==> src/rtl/sram_access_arbiter_pkg.sv <==
// Shared definitions for the SRAM access arbiter: FSM state encodings,
// arbitration mode selectors and the watchdog counter sizing helper.
package sram_access_arbiter_pkg;

    // Arbiter FSM states (2-bit, kept as plain constants for legacy tools)
    localparam logic [1:0] ST_IDLE    = 2'd0;
    localparam logic [1:0] ST_ACCESS  = 2'd1;
    localparam logic [1:0] ST_RELEASE = 2'd2;

    // Arbitration policies
    localparam int PRIO_RR    = 0;
    localparam int PRIO_FIXED = 1;

    // Width of the watchdog counter: it must hold the value 'limit', and is
    // never narrower than one bit so a disabled watchdog still elaborates.
    function automatic int cnt_width(input int limit);
        if (limit < 2) begin
            return 1;
        end else begin
            return $clog2(limit + 1);
        end
    endfunction

endpackage

==> src/rtl/sram_access_arbiter_rr_arbiter2.sv <==
// Two-request grant logic with the last-grant history register.
// Round-robin mode hands a tie to the port that was not served last;
// fixed mode always hands a tie to port 0. A lone requester always wins.
module rr_arbiter2
    import sram_access_arbiter_pkg::*;
#(
    parameter int PRIO_MODE = PRIO_RR
)
(
    input  logic       clk,
    input  logic       rst,
    input  logic [1:0] req,
    input  logic       update,
    output logic [1:0] grant
);

    localparam bit FIXED_PRIO = (PRIO_MODE == PRIO_FIXED);

    logic       last_grant_r;
    logic [1:0] grant_s;

    // Pick this cycle's winner from the live requests and the grant history
    always_comb begin
        grant_s = 2'b00;
        case (req)
            2'b01: grant_s = 2'b01;
            2'b10: grant_s = 2'b10;
            2'b11: begin
                if (FIXED_PRIO) begin
                    grant_s = 2'b01;
                end else if (last_grant_r) begin
                    grant_s = 2'b01;
                end else begin
                    grant_s = 2'b10;
                end
            end
            default: grant_s = 2'b00;
        endcase
    end

    assign grant = grant_s;

    // Record the served port when a grant is committed; reset favours port 0
    always_ff @(posedge clk or negedge rst) begin
        if (!rst) begin
            last_grant_r <= 1'b1;
        end else if (update && (grant_s != 2'b00)) begin
            last_grant_r <= grant_s[1];
        end else begin
            last_grant_r <= last_grant_r;
        end
    end

endmodule

==> src/rtl/sram_access_arbiter.sv <==
// Shares one SRAM controller between the MEM-stage data port (port 0) and the
// instruction/loader port (port 1). A granted request is latched and held
// stable on the controller interface until the controller reports ready (or
// the watchdog aborts), then the enables drop for one RELEASE cycle while the
// granted port sees a single done pulse with its read data.
module sram_access_arbiter
    import sram_access_arbiter_pkg::*;
#(
    parameter int ADDR_W    = 32,
    parameter int DATA_W    = 32,
    parameter int TIMEOUT   = 63,
    parameter int PRIO_MODE = PRIO_RR
)
(
    input  logic              clk,
    input  logic              rst,
    input  logic              rd_en0,
    input  logic              wr_en0,
    input  logic [ADDR_W-1:0] addr0,
    input  logic [DATA_W-1:0] wdata0,
    output logic [DATA_W-1:0] rdata0,
    output logic              done0,
    output logic              err0,
    output logic              freeze0,
    input  logic              rd_en1,
    input  logic              wr_en1,
    input  logic [ADDR_W-1:0] addr1,
    input  logic [DATA_W-1:0] wdata1,
    output logic [DATA_W-1:0] rdata1,
    output logic              done1,
    output logic              err1,
    output logic              freeze1,
    output logic              mem_rd_en,
    output logic              mem_wr_en,
    output logic [ADDR_W-1:0] mem_addr,
    output logic [DATA_W-1:0] mem_wdata,
    input  logic              mem_ready,
    input  logic [DATA_W-1:0] mem_rdata,
    output logic              timeout_flag
);

    localparam int              CNT_W     = cnt_width(TIMEOUT);
    localparam logic [CNT_W-1:0] CNT_ONE   = CNT_W'(1);
    localparam logic [CNT_W-1:0] CNT_MAX   = {CNT_W{1'b1}};
    localparam logic [CNT_W-1:0] TIMEOUT_C = CNT_W'(TIMEOUT);
    localparam bit              WDOG_EN   = (TIMEOUT != 0);

    logic [1:0]        state_r;
    logic              port_r;      // granted port of the access in flight
    logic              op_wr_r;     // access in flight is a write
    logic              issue_r;     // first ACCESS cycle, controller ready is stale
    logic [CNT_W-1:0]  cnt_r;       // ACCESS cycles elapsed, starting at 1

    logic [1:0]        req_s;
    logic [1:0]        grant_s;
    logic              idle_s;
    logic              sel_rd_s;
    logic              sel_wr_s;
    logic [ADDR_W-1:0] sel_addr_s;
    logic [DATA_W-1:0] sel_wdata_s;
    logic              complete_s;
    logic              abort_s;

    assign idle_s = (state_r == ST_IDLE);

    rr_arbiter2 #(
        .PRIO_MODE (PRIO_MODE)
    ) u_arb (
        .clk    (clk),
        .rst    (rst),
        .req    (req_s),
        .update (idle_s),
        .grant  (grant_s)
    );

    // Collapse each port to a request bit and steer the winner's command
    always_comb begin
        req_s = {(rd_en1 | wr_en1), (rd_en0 | wr_en0)};
        if (grant_s[1]) begin
            sel_rd_s    = rd_en1;
            sel_wr_s    = wr_en1;
            sel_addr_s  = addr1;
            sel_wdata_s = wdata1;
        end else begin
            sel_rd_s    = rd_en0;
            sel_wr_s    = wr_en0;
            sel_addr_s  = addr0;
            sel_wdata_s = wdata0;
        end
    end

    // Decide whether the access in flight finishes or is aborted this cycle
    always_comb begin
        complete_s = 1'b0;
        abort_s    = 1'b0;
        if (state_r == ST_ACCESS) begin
            if (!issue_r && mem_ready) begin
                complete_s = 1'b1;
            end else if (WDOG_EN && (cnt_r == TIMEOUT_C)) begin
                abort_s = 1'b1;
            end else begin
                complete_s = 1'b0;
                abort_s    = 1'b0;
            end
        end else begin
            complete_s = 1'b0;
            abort_s    = 1'b0;
        end
    end

    // Main FSM: grant, hold the controller command stable, then release
    always_ff @(posedge clk or negedge rst) begin
        if (!rst) begin
            state_r   <= ST_IDLE;
            port_r    <= 1'b0;
            op_wr_r   <= 1'b0;
            issue_r   <= 1'b0;
            cnt_r     <= {CNT_W{1'b0}};
            mem_rd_en <= 1'b0;
            mem_wr_en <= 1'b0;
            mem_addr  <= {ADDR_W{1'b0}};
            mem_wdata <= {DATA_W{1'b0}};
        end else begin
            case (state_r)
                ST_IDLE: begin
                    if (grant_s != 2'b00) begin
                        state_r   <= ST_ACCESS;
                        port_r    <= grant_s[1];
                        op_wr_r   <= sel_wr_s;
                        issue_r   <= 1'b1;
                        cnt_r     <= CNT_ONE;
                        // a simultaneous read and write request is a write
                        mem_wr_en <= sel_wr_s;
                        mem_rd_en <= sel_rd_s & ~sel_wr_s;
                        mem_addr  <= sel_addr_s;
                        mem_wdata <= sel_wdata_s;
                    end else begin
                        state_r   <= ST_IDLE;
                        mem_rd_en <= 1'b0;
                        mem_wr_en <= 1'b0;
                    end
                end
                ST_ACCESS: begin
                    issue_r <= 1'b0;
                    if (cnt_r != CNT_MAX) begin
                        cnt_r <= cnt_r + CNT_ONE;
                    end else begin
                        cnt_r <= cnt_r;
                    end
                    if (complete_s || abort_s) begin
                        state_r   <= ST_RELEASE;
                        mem_rd_en <= 1'b0;
                        mem_wr_en <= 1'b0;
                    end else begin
                        state_r   <= ST_ACCESS;
                    end
                end
                ST_RELEASE: begin
                    state_r   <= ST_IDLE;
                    mem_rd_en <= 1'b0;
                    mem_wr_en <= 1'b0;
                end
                default: begin
                    state_r   <= ST_IDLE;
                    issue_r   <= 1'b0;
                    mem_rd_en <= 1'b0;
                    mem_wr_en <= 1'b0;
                end
            endcase
        end
    end

    // Per-port completion pulses, read data capture and the sticky abort flag
    always_ff @(posedge clk or negedge rst) begin
        if (!rst) begin
            done0        <= 1'b0;
            done1        <= 1'b0;
            err0         <= 1'b0;
            err1         <= 1'b0;
            rdata0       <= {DATA_W{1'b0}};
            rdata1       <= {DATA_W{1'b0}};
            timeout_flag <= 1'b0;
        end else begin
            done0 <= (complete_s | abort_s) & ~port_r;
            done1 <= (complete_s | abort_s) &  port_r;
            err0  <= abort_s & ~port_r;
            err1  <= abort_s &  port_r;

            if (abort_s) begin
                timeout_flag <= 1'b1;
            end else begin
                timeout_flag <= timeout_flag;
            end

            if (abort_s && !port_r) begin
                rdata0 <= {DATA_W{1'b0}};
            end else if (complete_s && !port_r && !op_wr_r) begin
                rdata0 <= mem_rdata;
            end else begin
                rdata0 <= rdata0;
            end

            if (abort_s && port_r) begin
                rdata1 <= {DATA_W{1'b0}};
            end else if (complete_s && port_r && !op_wr_r) begin
                rdata1 <= mem_rdata;
            end else begin
                rdata1 <= rdata1;
            end
        end
    end

    // Stall each requester from request until its own done pulse
    assign freeze0 = (rd_en0 | wr_en0) & ~done0;
    assign freeze1 = (rd_en1 | wr_en1) & ~done1;

endmodule

==> config.mk <==
export PLATFORM = sky130hd
export DESIGN_NAME = sram_access_arbiter
export DESIGN_NICKNAME = d
export VERILOG_FILES = /design/src/rtl/sram_access_arbiter_pkg.sv /design/src/rtl/sram_access_arbiter_rr_arbiter2.sv /design/src/rtl/sram_access_arbiter.sv
export SDC_FILE = /design/constraint.sdc
export NUM_CORES = 1
export LEC_CHECK = 0
export ABC_AREA = 1
export CORE_ASPECT_RATIO = 0.7
export CORE_UTILIZATION = 42
export DETAILED_ROUTE_END_ITERATION = 6
export MAX_ROUTING_LAYER = met4
export PLACE_DENSITY = 0.81
export SYNTH_ARGS = -nofsm -noshare
export SYNTH_HDL_FRONTEND = slang
export SYNTH_HIERARCHICAL = 1
export SYNTH_SLANG_ARGS = --single-unit
==> constraint.sdc <==
create_clock -name clk -period 2.33 [get_ports clk]
set_input_delay 0.466 -clock clk [delete_from_list [all_inputs] [get_ports clk]]
set_output_delay 0.466 -clock clk [all_outputs]
set_load 0.01 [all_outputs]
* Word level (Yosys, flattened, before mapping)
Cells that the tools add are included.
** Storage, ports and cells
- Output and inout bits :: 137
- Flip-flop bits (word level) :: 147
- Memory bits (writable) :: 0
- Memories kept :: 0
- ROM bits :: 0
- Latch bits :: 0
- Logic and storage cells :: 91
** Cells by class
- Add/subtract/negate cells :: 1
- Order comparisons :: 0
- Equal/unequal tests :: 10
- Shift-type cells :: 0
- Muxes and demuxes :: 28
- Div/mod/pow operators :: 0
- Reduce and logical (&&, ||, !) cells :: 20
- Bitwise operators :: 15
- Multipliers :: 0
** Operators with widths (number)
- $mux W32 :: 6
- $mux W1 :: 12
- $mux W6 :: 2
- $pmux W6 S2 :: 1
- $logic_and A1 B1 Y1 :: 8
- $reduce_bool A2 Y1 :: 4
- $and A1 B1 Y1 :: 7
- $add A6 B1 Y6 const B :: 1
- $eq A2 B2 Y1 const B :: 3
- $eq A6 B6 Y1 const B :: 1
- $ne A6 B6 Y1 const B :: 1
- $pmux W1 S2 :: 3
- $pmux W2 S3 :: 1
- $not A1 Y1 :: 5
- $eq A2 B1 Y1 const B :: 2
- $mux W2 :: 2
- $ne A2 B1 Y1 const B :: 2
- $pmux W2 S2 :: 1
- $reduce_and A2 Y1 :: 2
- $logic_not A1 Y1 :: 3
- $or A1 B1 Y1 :: 3
- $reduce_and A3 Y1 :: 1
- $logic_not A2 Y1 :: 1
- $ne A2 B2 Y1 const B :: 1
- $logic_or A1 B1 Y1 :: 1

* Longest topological paths before layout
- Word-level depth :: 8
- Mapped depth :: 11
- Mapped depth without buffers :: 10

* Cells and area by module
The synthesis kept the hierarchy.
** By module, submodules not included
- sram_access_arbiter :: times used 1, area each 6491.2 µm², cells an instance 744
- rr_arbiter2 :: times used 1, area each 66.3 µm², cells an instance 9

* Worst setup path after synthesis
OpenSTA, ideal clock, no wires.
- Kind :: input -> register
- Start point :: input rd_en1
- End point :: register mem_addr[27]
- Required time :: 2.200 ns
- Arrival time :: 1.586 ns
- Slack :: 0.614 ns
- Stages :: 10
- Path buffers :: 3
- Setup time :: 0.130 ns
- Cells stage by stage :: inv_1 -> nand2_1 -> and2_4 -> buf_2 -> o21ai_2 -> inv_2 -> buf_6 -> buf_4 -> nor2_1 -> a31oi_1
** On the way
- Word-level cells in the longest chain between the ends :: 5
** RTL lines
- start: declaration :: RTL line sram_access_arbiter.sv:25 : input logic rd_en1,
- $or A1 B1 Y1 * :: RTL line sram_access_arbiter.sv:78 : req_s = {(rd_en1 | wr_en1), (rd_en0 | wr_en0)};
- net req_s[1] :: RTL line sram_access_arbiter.sv:54 : logic [1:0] req_s;
- $eq A2 B2 Y1 or $eq A2 B1 Y1 (tied branches) :: RTL line sram_access_arbiter_rr_arbiter2.sv:25 : case (req)
- $pmux W2 S3 * :: RTL line sram_access_arbiter_rr_arbiter2.sv:25
- net grant_s[1] :: RTL line sram_access_arbiter.sv:55 : logic [1:0] grant_s;
- $reduce_bool A2 Y1 :: RTL line sram_access_arbiter.sv:126 : if (grant_s != 2'b00) begin
- $reduce_and A2 Y1 (no line)
- end signal: assignment :: RTL line sram_access_arbiter.sv:121 : mem_addr <= {ADDR_W{1'b0}};
- end signal: assignment :: RTL line sram_access_arbiter.sv:135 : mem_addr <= sel_addr_s;
- end: declaration :: RTL line sram_access_arbiter.sv:35 : output logic [ADDR_W-1:0] mem_addr,
Mark *: on every way through the listed nets, which the timed path passes. The rest lies on a longest branch.
A chain may end at the register's enable or synchronous reset.

* Worst setup path in the final report
- Start point :: input rd_en0
- End point :: output freeze0
** On the way
- Word-level cells in the longest chain between the ends :: 2
** RTL lines
- start: declaration :: RTL line sram_access_arbiter.sv:17 : input logic rd_en0,
- $or A1 B1 Y1 :: RTL line sram_access_arbiter.sv:214 : assign freeze0 = (rd_en0 | wr_en0) & ~done0;
- $and A1 B1 Y1 :: RTL line sram_access_arbiter.sv:214
- end: declaration :: RTL line sram_access_arbiter.sv:24 : output logic freeze0,
No other way between the ends.

==> qor.txt <==
==================================================================================
DP HPWL                                                                   14700 um
Pin count of the biggest net entering global routing                            71
Count of inserted antenna diode cells                                            0
Starting Density                                                             43.9%
Syn avg cell area                                                         8.71 um2
Detailed router's first-iteration violation count                              480
Hold Slack                                                                 20.2 ps
Unrepaired setup endpoints after global routing                                 no
Status                                                                   completed
Reported max-cap violation count                                                 0
Cell accounting for the most synthesized area                         sky130_fd_sc_hd__dfrtp_1
Top post-synthesis cells by area                                      sky130_fd_sc_hd__dfrtp_1 56%, sky130_fd_sc_hd__nand2_1 13%, sky130_fd_sc_hd__nand4_1 6.4%, sky130_fd_sc_hd__a31oi_1 6.1%, sky130_fd_sc_hd__a21oi_1 5.2%
Clock root buffer                                                     sky130_fd_sc_hd__clkbuf_16
DIE WIDTH                                                                   151 um
Power Density                                                          1310 nW/um2
Setup TNS                                                                     0 ps
Mapped cell area                                                          6560 um2
Number of nets produced by synthesis                                           921
Arr. time, crit path                                                       1750 ps
Routed WL                                                                 20700 um
Maximum resistive drop on vdd                                               626 uV
H-tree lvl count                                                                 4
Worst endpoint required time                                               1860 ps
Post-CTS setup repair buffer count                                               0
Via Count                                                                     6556
Avg WL per Cell                                                            16.6 um
Type of element launching the critical path                           primary input
Clk buf depth                                                                    2
Row count                                                                       37
Maximum clock frequency                                                  0.451 GHz
Share of final-layout standard cells stronger than drive strength 1          7.41%
Final Setup Violations                                                           0
Net total in the final layout                                                 1208
Place WS                                                                   31.7 ps
Critical path launch point                                                  rd_en0
Largest fanout on the critical path                                              2
Cts repair resizes                                                               0
Flip-flop and latch count after synthesis                                      147
Top cell type's share of synthesized area                                    55.7%
Vertical die dimension                                                      107 um
Total internal power                                                     0.00845 W
Top-level port count                                                           304
Warning count from the yosys run                                                 6
Worst-margin pin slew                                                       576 ps
Clock transition at path regs                                                70 ps
Number of global-route vias before repair                                     6298
Switching fraction of total power                                            37.7%
Hold Path Class                                                       primary input to asynchronous set/reset pin
Number of buffers inserted during clock tree synthesis                          17
Antenna violation net count after detailed routing                               0
Crit path time final                                                       2220 ps
Critical register-to-register path startpoint                         cnt_r[0]$_DFFE_PN0P_
Switching power                                                          0.00512 W
Slowest stage delay, CP                                                     610 ps
Layout fillers                                                                1192
Total cell area at the placement stage                                    9810 um2
Later-pin clock latency in the skew report                                  410 ps
Via count normalized by instance count                                        5.25
Slew headroom                                                                61.6%
Leakage power                                                              4.41 nW
Core area                                                                15000 um2
Cell count after synthesis                                                     753
Area of the die                                                          16100 um2
Sequential power share                                                       32.5%
Series of cell instances along the critical path                      clkdlybuf4s50_1 -> inv_1 -> a21oi_1 -> clkdlybuf4s50_1
Number of placed instances, taps included                                     1216
Global-route wire length before repair                                    32300 um
Kind of capture point of the worst setup path                          output port
Hold buffers post-CTS                                                            0
Count of endpoints failing hold in the final timing report                       0
Clock Skew                                                                 17.6 ps
Residual DRC                                                                     0
TritonCTS Sinks                                                                147
Area added between synthesis and finish                                      58.4%
Post-layout instance area                                                10400 um2
Total congestion overflow after global routing                                   0
GRT Resource Usage Total                                                     26.7%
Post-layout worst setup margin                                              111 ps
Fraction of power consumed by the clock network                              19.7%
Antenna violations before repair                                                 0
Final-report max-slew violation count                                            0
Logic gate share of total power                                              47.8%
Critical Path Slowest Stage Cell                                      sky130_fd_sc_hd__clkdlybuf4s50_1
Post-synth cell types                                                           26
Crit path top cell by count                                           sky130_fd_sc_hd__clkdlybuf4s50_1
Post-route clock period utilization                                          95.3%
Global placement routability congestion                                      0.843
1st-pass router iterations                                                       5
Number of non-filler instances in the completed layout                        1248
IO buf count                                                                   303
Fraction of the yosys area taken by sequential cells                         56.1%
TritonCTS clock tree                                                           yes
Setup CP Type                                                         primary input to output port
==================================================================================
-- power by group through the flow --
| stage | clock, W | combinational, W | sequential [W] |
|---|---|---|---|
| 3_3_place_gp | 0 | 0.00638 | 0.00439 |
| 2_1_floorplan | 0 | 0.00271 | 0.00486 |
| 3_5_place_dp | 0 | 0.00650 | 0.00444 |
| 4_1_cts | 0.00272 | 0.00653 | 0.00441 |
| 5_1_grt | 0.00283 | 0.00709 | 0.00454 |
| 6_report | 0.00267 | 0.00649 | 0.00441 |
-- synth_stat cells, drive strengths merged --
library cell,count
nand2,226
dfrtp,146
nor2,76
a21oi,68
nand4,68
a31oi,64
buf,42
clkbuf,20
inv,16
o21ai,12
nand3,10
and2,1
dfstp,1
ha,1
o21bai,1
or2,1
-- path summary, 6_finish.rpt --
| check | cells after the start | slack, ps | endpoint |
|---|---|---|---|
| worst min register to register | 2 | 460 | timeout_flag$_DFFE_PN0P_ |
| min in group clk | 2 | 460 | timeout_flag$_DFFE_PN0P_ |
| max in group asynchronous | 2 | 1630 | u_arb/last_grant_r$_DFFE_PN1P_ |
| worst min-delay path | 1 | 20 | rdata0[7]$_DFFE_PN0P_ |
| worst max register to register | 7 | 600 | rdata1[15]$_DFFE_PN0P_ |
| worst max-delay path | 4 | 110 | freeze0 |
-- metrics by stage --
step / power [W] / util [%]
final: 0.0136 / 69.5
after CTS: 0.0137 / 69.4
after floorplan: 0.00757 / -
after detailed placement: 0.0109 / 65.6
after global placement: 0.0108 / 65.6
after global routing: 0.0145 / 69.5
-- cell type report --
cell class                      instances  area (um2)  area share, %
Sequential cell                       147        3680           35.4
Timing Repair Buffer                  330        3340           32.1
Clock buffer                           18         429           4.13
Tap cell                              195         244           2.35
Clock inverter                         14         143           1.37
Multi-Input combinational cell        528        2490           24.0
Inverter                               16        61.3          0.590
-- cell usage in the layout, fill, tap and decap left out --
cell type                         Yosys  final
sky130_fd_sc_hd__clkdlybuf4s50_1      0    302
sky130_fd_sc_hd__nand2_1            225    225
sky130_fd_sc_hd__dfrtp_1            146    146
sky130_fd_sc_hd__nor2_1              71     71
sky130_fd_sc_hd__a21oi_1             68     67
sky130_fd_sc_hd__nand4_1             67     67
sky130_fd_sc_hd__a31oi_1             64     64
sky130_fd_sc_hd__buf_4               16     19
sky130_fd_sc_hd__clkbuf_16            0     17
sky130_fd_sc_hd__nand3_1             10     10
sky130_fd_sc_hd__inv_1               11      9
sky130_fd_sc_hd__o21ai_0              9      9
sky130_fd_sc_hd__buf_12               0      8
sky130_fd_sc_hd__inv_6                0      7
sky130_fd_sc_hd__inv_2                5      6
sky130_fd_sc_hd__nor2_4               4      4
sky130_fd_sc_hd__o21ai_1              2      2
sky130_fd_sc_hd__clkinv_2             0      2
sky130_fd_sc_hd__clkinvlp_4           0      2
sky130_fd_sc_hd__inv_8                0      2
sky130_fd_sc_hd__nand4_2              1      1
sky130_fd_sc_hd__nand2_2              1      1
sky130_fd_sc_hd__o21ai_2              1      1
sky130_fd_sc_hd__a21oi_2              0      1
sky130_fd_sc_hd__o21bai_1             1      1
sky130_fd_sc_hd__or2_2                1      1
sky130_fd_sc_hd__ha_1                 1      1
sky130_fd_sc_hd__bufinv_16            0      1
sky130_fd_sc_hd__clkbuf_1            20      1
sky130_fd_sc_hd__clkinv_4             0      1
sky130_fd_sc_hd__buf_6                1      1
sky130_fd_sc_hd__and2_4               1      1
sky130_fd_sc_hd__nor2_2               1      1
sky130_fd_sc_hd__dfstp_2              1      1
-- sequential cells by signal, summed over array words and instances (netlist names) --
name                cells
cnt_r                   6
done0                   1
done1                   1
err0                    1
err1                    1
issue_r                 1
mem_addr               32
mem_rd_en               1
mem_wdata              32
mem_wr_en               1
op_wr_r                 1
port_r                  1
rdata0                 32
rdata1                 32
state_r                 2
timeout_flag            1
u_arb/last_grant_r      1
-- worst max-delay path, delay by kind of cell --
family	cells	cell delay, ps
AOI/OAI and AO/OA	1	150
buffers and inverters	3	1140
-- layer usage --
layer | wire length (um) | vias to the layer above | global-route usage (%)
li1 | - | 3146 | -
met1 | 8670 | 3117 | 33.6
met2 | 10100 | 266 | 43.1
met3 | 1650 | 27 | 6.01
met4 | 335 | 0 | 7.79
met5 | 0 | - | -
-- cells by family after synthesis --
kind of cell | after synthesis | share of synthesized area, %
adder cells (fa/ha/maj) | 1 | 0.191
AND/OR/NAND/NOR | 382 | 25.4
AO/OA/AOI/OAI | 145 | 12.4
buffers and inverters | 78 | 5.92
flip-flops | 147 | 56.1
Power figures use the tool's default switching activity.
==> RTL edit: new RTL, same flow settings <==
The parameter `TIMEOUT` goes from 63 to 126.
--- a/src/rtl/sram_access_arbiter.sv
+++ b/src/rtl/sram_access_arbiter.sv
@@ -9,5 +9,5 @@
     parameter int ADDR_W    = 32,
     parameter int DATA_W    = 32,
-    parameter int TIMEOUT   = 63,
+    parameter int TIMEOUT   = 126,
     parameter int PRIO_MODE = PRIO_RR
 )
Function: no difference found for any inputs over 4 cycles, from zero or initial values and one cycle with rst low; that may be too few to reach the edited logic, so the function may still have changed.
==> RTL edit against the unedited design <==
- sequential cell count is 1 higher
- cell area is 0.15% lower
- utilization is 0.33 points higher
- clock power is 6% higher
- final cell count is 0.96% higher
- synthesized area is 1.2% lower
- sequential share of layout area is 0.29 points higher
- global-route usage is 0.72 points higher
- synthesized cell count is 0.66% higher
- setup slack worse by 0.026 ns
- maximum frequency is 1.1% lower
- total power is 0.35% higher
- wire length is 0.32% higher
- critical endpoint is now freeze1
==> RTL edit: results (changes against the unedited design) <==
Parameter                              Value

Outcome
  Run status    finished, final reports clean

STA
  Clock Skews    0.0124 ns (-0.00519 ns)
  Worst hold slack    0.468 ns (+0.448 ns)
  Worst slew pin tran    0.462 ns (-0.113 ns)
  Final Worst Setup Slack    0.0850 ns (-0.0256 ns)

Routing
  Post-detailed-route via-to-cell ratio    5.22 (-0.71%)
  Number of detailed-route iterations in the first pass    5 (unchanged)
  DRC violation total after the first TritonRoute iteration    409 (-15%)
  Drt wl/cell    16.5 microns (-0.64%)
  Number of nets with antenna violations after detailed routing    0 (unchanged)

Place
  Cell count after placement    1,227 (+0.90%)
  Detailed-placement wirelength estimate    14,700 microns (+0.26%)
  Setup Slack @ Placement    0.0179 ns (-0.0137 ns)
  Post-DP Area    9750 sq um (-0.60%)
  Placer Congestion    0.858 (+1.7%)

Critical path
  Endpoint of the most critical setup path    freeze1
  Capture instance of the worst register-to-register path    mem_addr[1]$_DFFE_PN0P_
  Setup slack on the worst flop-to-flop path    0.60 ns (about the same)
  Reg-to-reg critical path startpoint    u_arb/last_grant_r$_DFFE_PN1P_
  Startpoint of the worst setup timing path    rd_en1
  Depth of the worst register-to-register path    8 (+1)
  Crit path arrival time    1.78 ns (+0.03 ns)

Logic synthesis
  Sequential-to-total area share from yosys stat    57.2% (+1.1 points)
  Synthesized Nets    927 (+0.65%)
  Most frequent cells after synthesis    259 x nand2_1, 147 x dfrtp_1, 74 x nor2_1, 72 x nand3_1, 64 x a31oi_1
  Dominant cells by area after synthesis    dfrtp_1 57%, nand2_1 15%, a31oi_1 6.2%, nand3_1 5.6%, nor2_1 4.3%
  Count of unique library cells instantiated by Yosys    26 (unchanged)
  Average size of a mapped cell    8.54 sq um (-1.9%)

Hold path
  Type of the most critical hold path    reg2reg
  WHS Endpoint    timeout_flag$_DFFE_PN0P_
  Source of the worst hold timing path    timeout_flag$_DFFE_PN0P_

Layout
  Synthesis-to-layout area growth    60.2%
  Count of filler cells inserted in the layout    1,168 (-2.0%)
  Post-route insts no fill    1,260 (+0.96%)
  Proportion of layout cells with a drive suffix above 1    6.76% (-0.65 points)

Power
  Standby leakage power    4.68 nW (+5.9%)
  Worst voltage drop across the vdd grid    0.573 mV (-8.5%)

Global route
  Pin count of the biggest net entering global routing    73 (+2.8%)
  First-pass GRT wire length    32,700 microns (+1.1%)
  Via count of the first global-routing pass    6,342 (+0.70%)
  All-Layer GR Usage    27.4% (+0.72 points)
-- RTL edit: cell count changes in the layout (fill, tap and decap cells not counted), moves of 2 or more --
cell     unedited run  this run
a21oi_1            67         7
nor2_1             71        74
nand3_1            10        72
nand2_1           225       259
buf_12              8         6
inv_1               9        16
nor2_4              4         1
nand4_1            67        36
-- RTL edit: critical path, cell delays in order --
cell             delay, ns
clkdlybuf4s50_1       0.48
inv_1                 0.06
a21oi_1               0.20
clkdlybuf4s50_1       0.57
-- RTL edit: power breakdown --
group          leakage, nW  internal (mW)  switching, mW  total (mW)
Combinational         2.60           3.15           3.20        6.35
Clock                0.298           1.63           1.20        2.83
Sequential            1.78           3.76          0.671        4.43
-- RTL edit: per-layer routing --
layer | vias to the layer above | wire (microns) | part of all wire, % | global-route usage (%)
met5 | - | 0 | 0 | -
met4 | 0 | 597 | 2.9 | 10.5
met3 | 43 | 1770 | 8.5 | 7.08
met2 | 282 | 9940 | 48 | 43.6
met1 | 3130 | 8510 | 41 | 33.6
li1 | 3117 | - | - | -
-- RTL edit: kinds of logic after synthesis --
logic type / after synthesis / share of synthesized area, %
buffers and inverters: 77 / 5.43
adder cells (fa/ha/maj): 2 / 0.386
XOR/XNOR: 1 / 0.135
AND/OR/NAND/NOR: 446 / 29.0
AO/OA/AOI/OAI: 84 / 7.84
flip-flops: 148 / 57.2
-- RTL edit: what timing repair did --
item | 4_1_cts | 5_1_grt
hold buffers | 1 | 0
gates resized for setup | 0 | 0
hold endpoints to repair | 27 | 0
-- RTL edit: layout make-up --
cell class | instances | area share, %
clock buffer | 17 | 4.10
clock inverter | 15 | 1.77
inverter | 23 | 0.844
multi-input combinational | 533 | 23.3
sequential | 148 | 35.7
tap | 195 | 2.35
timing repair buffer | 329 | 31.9
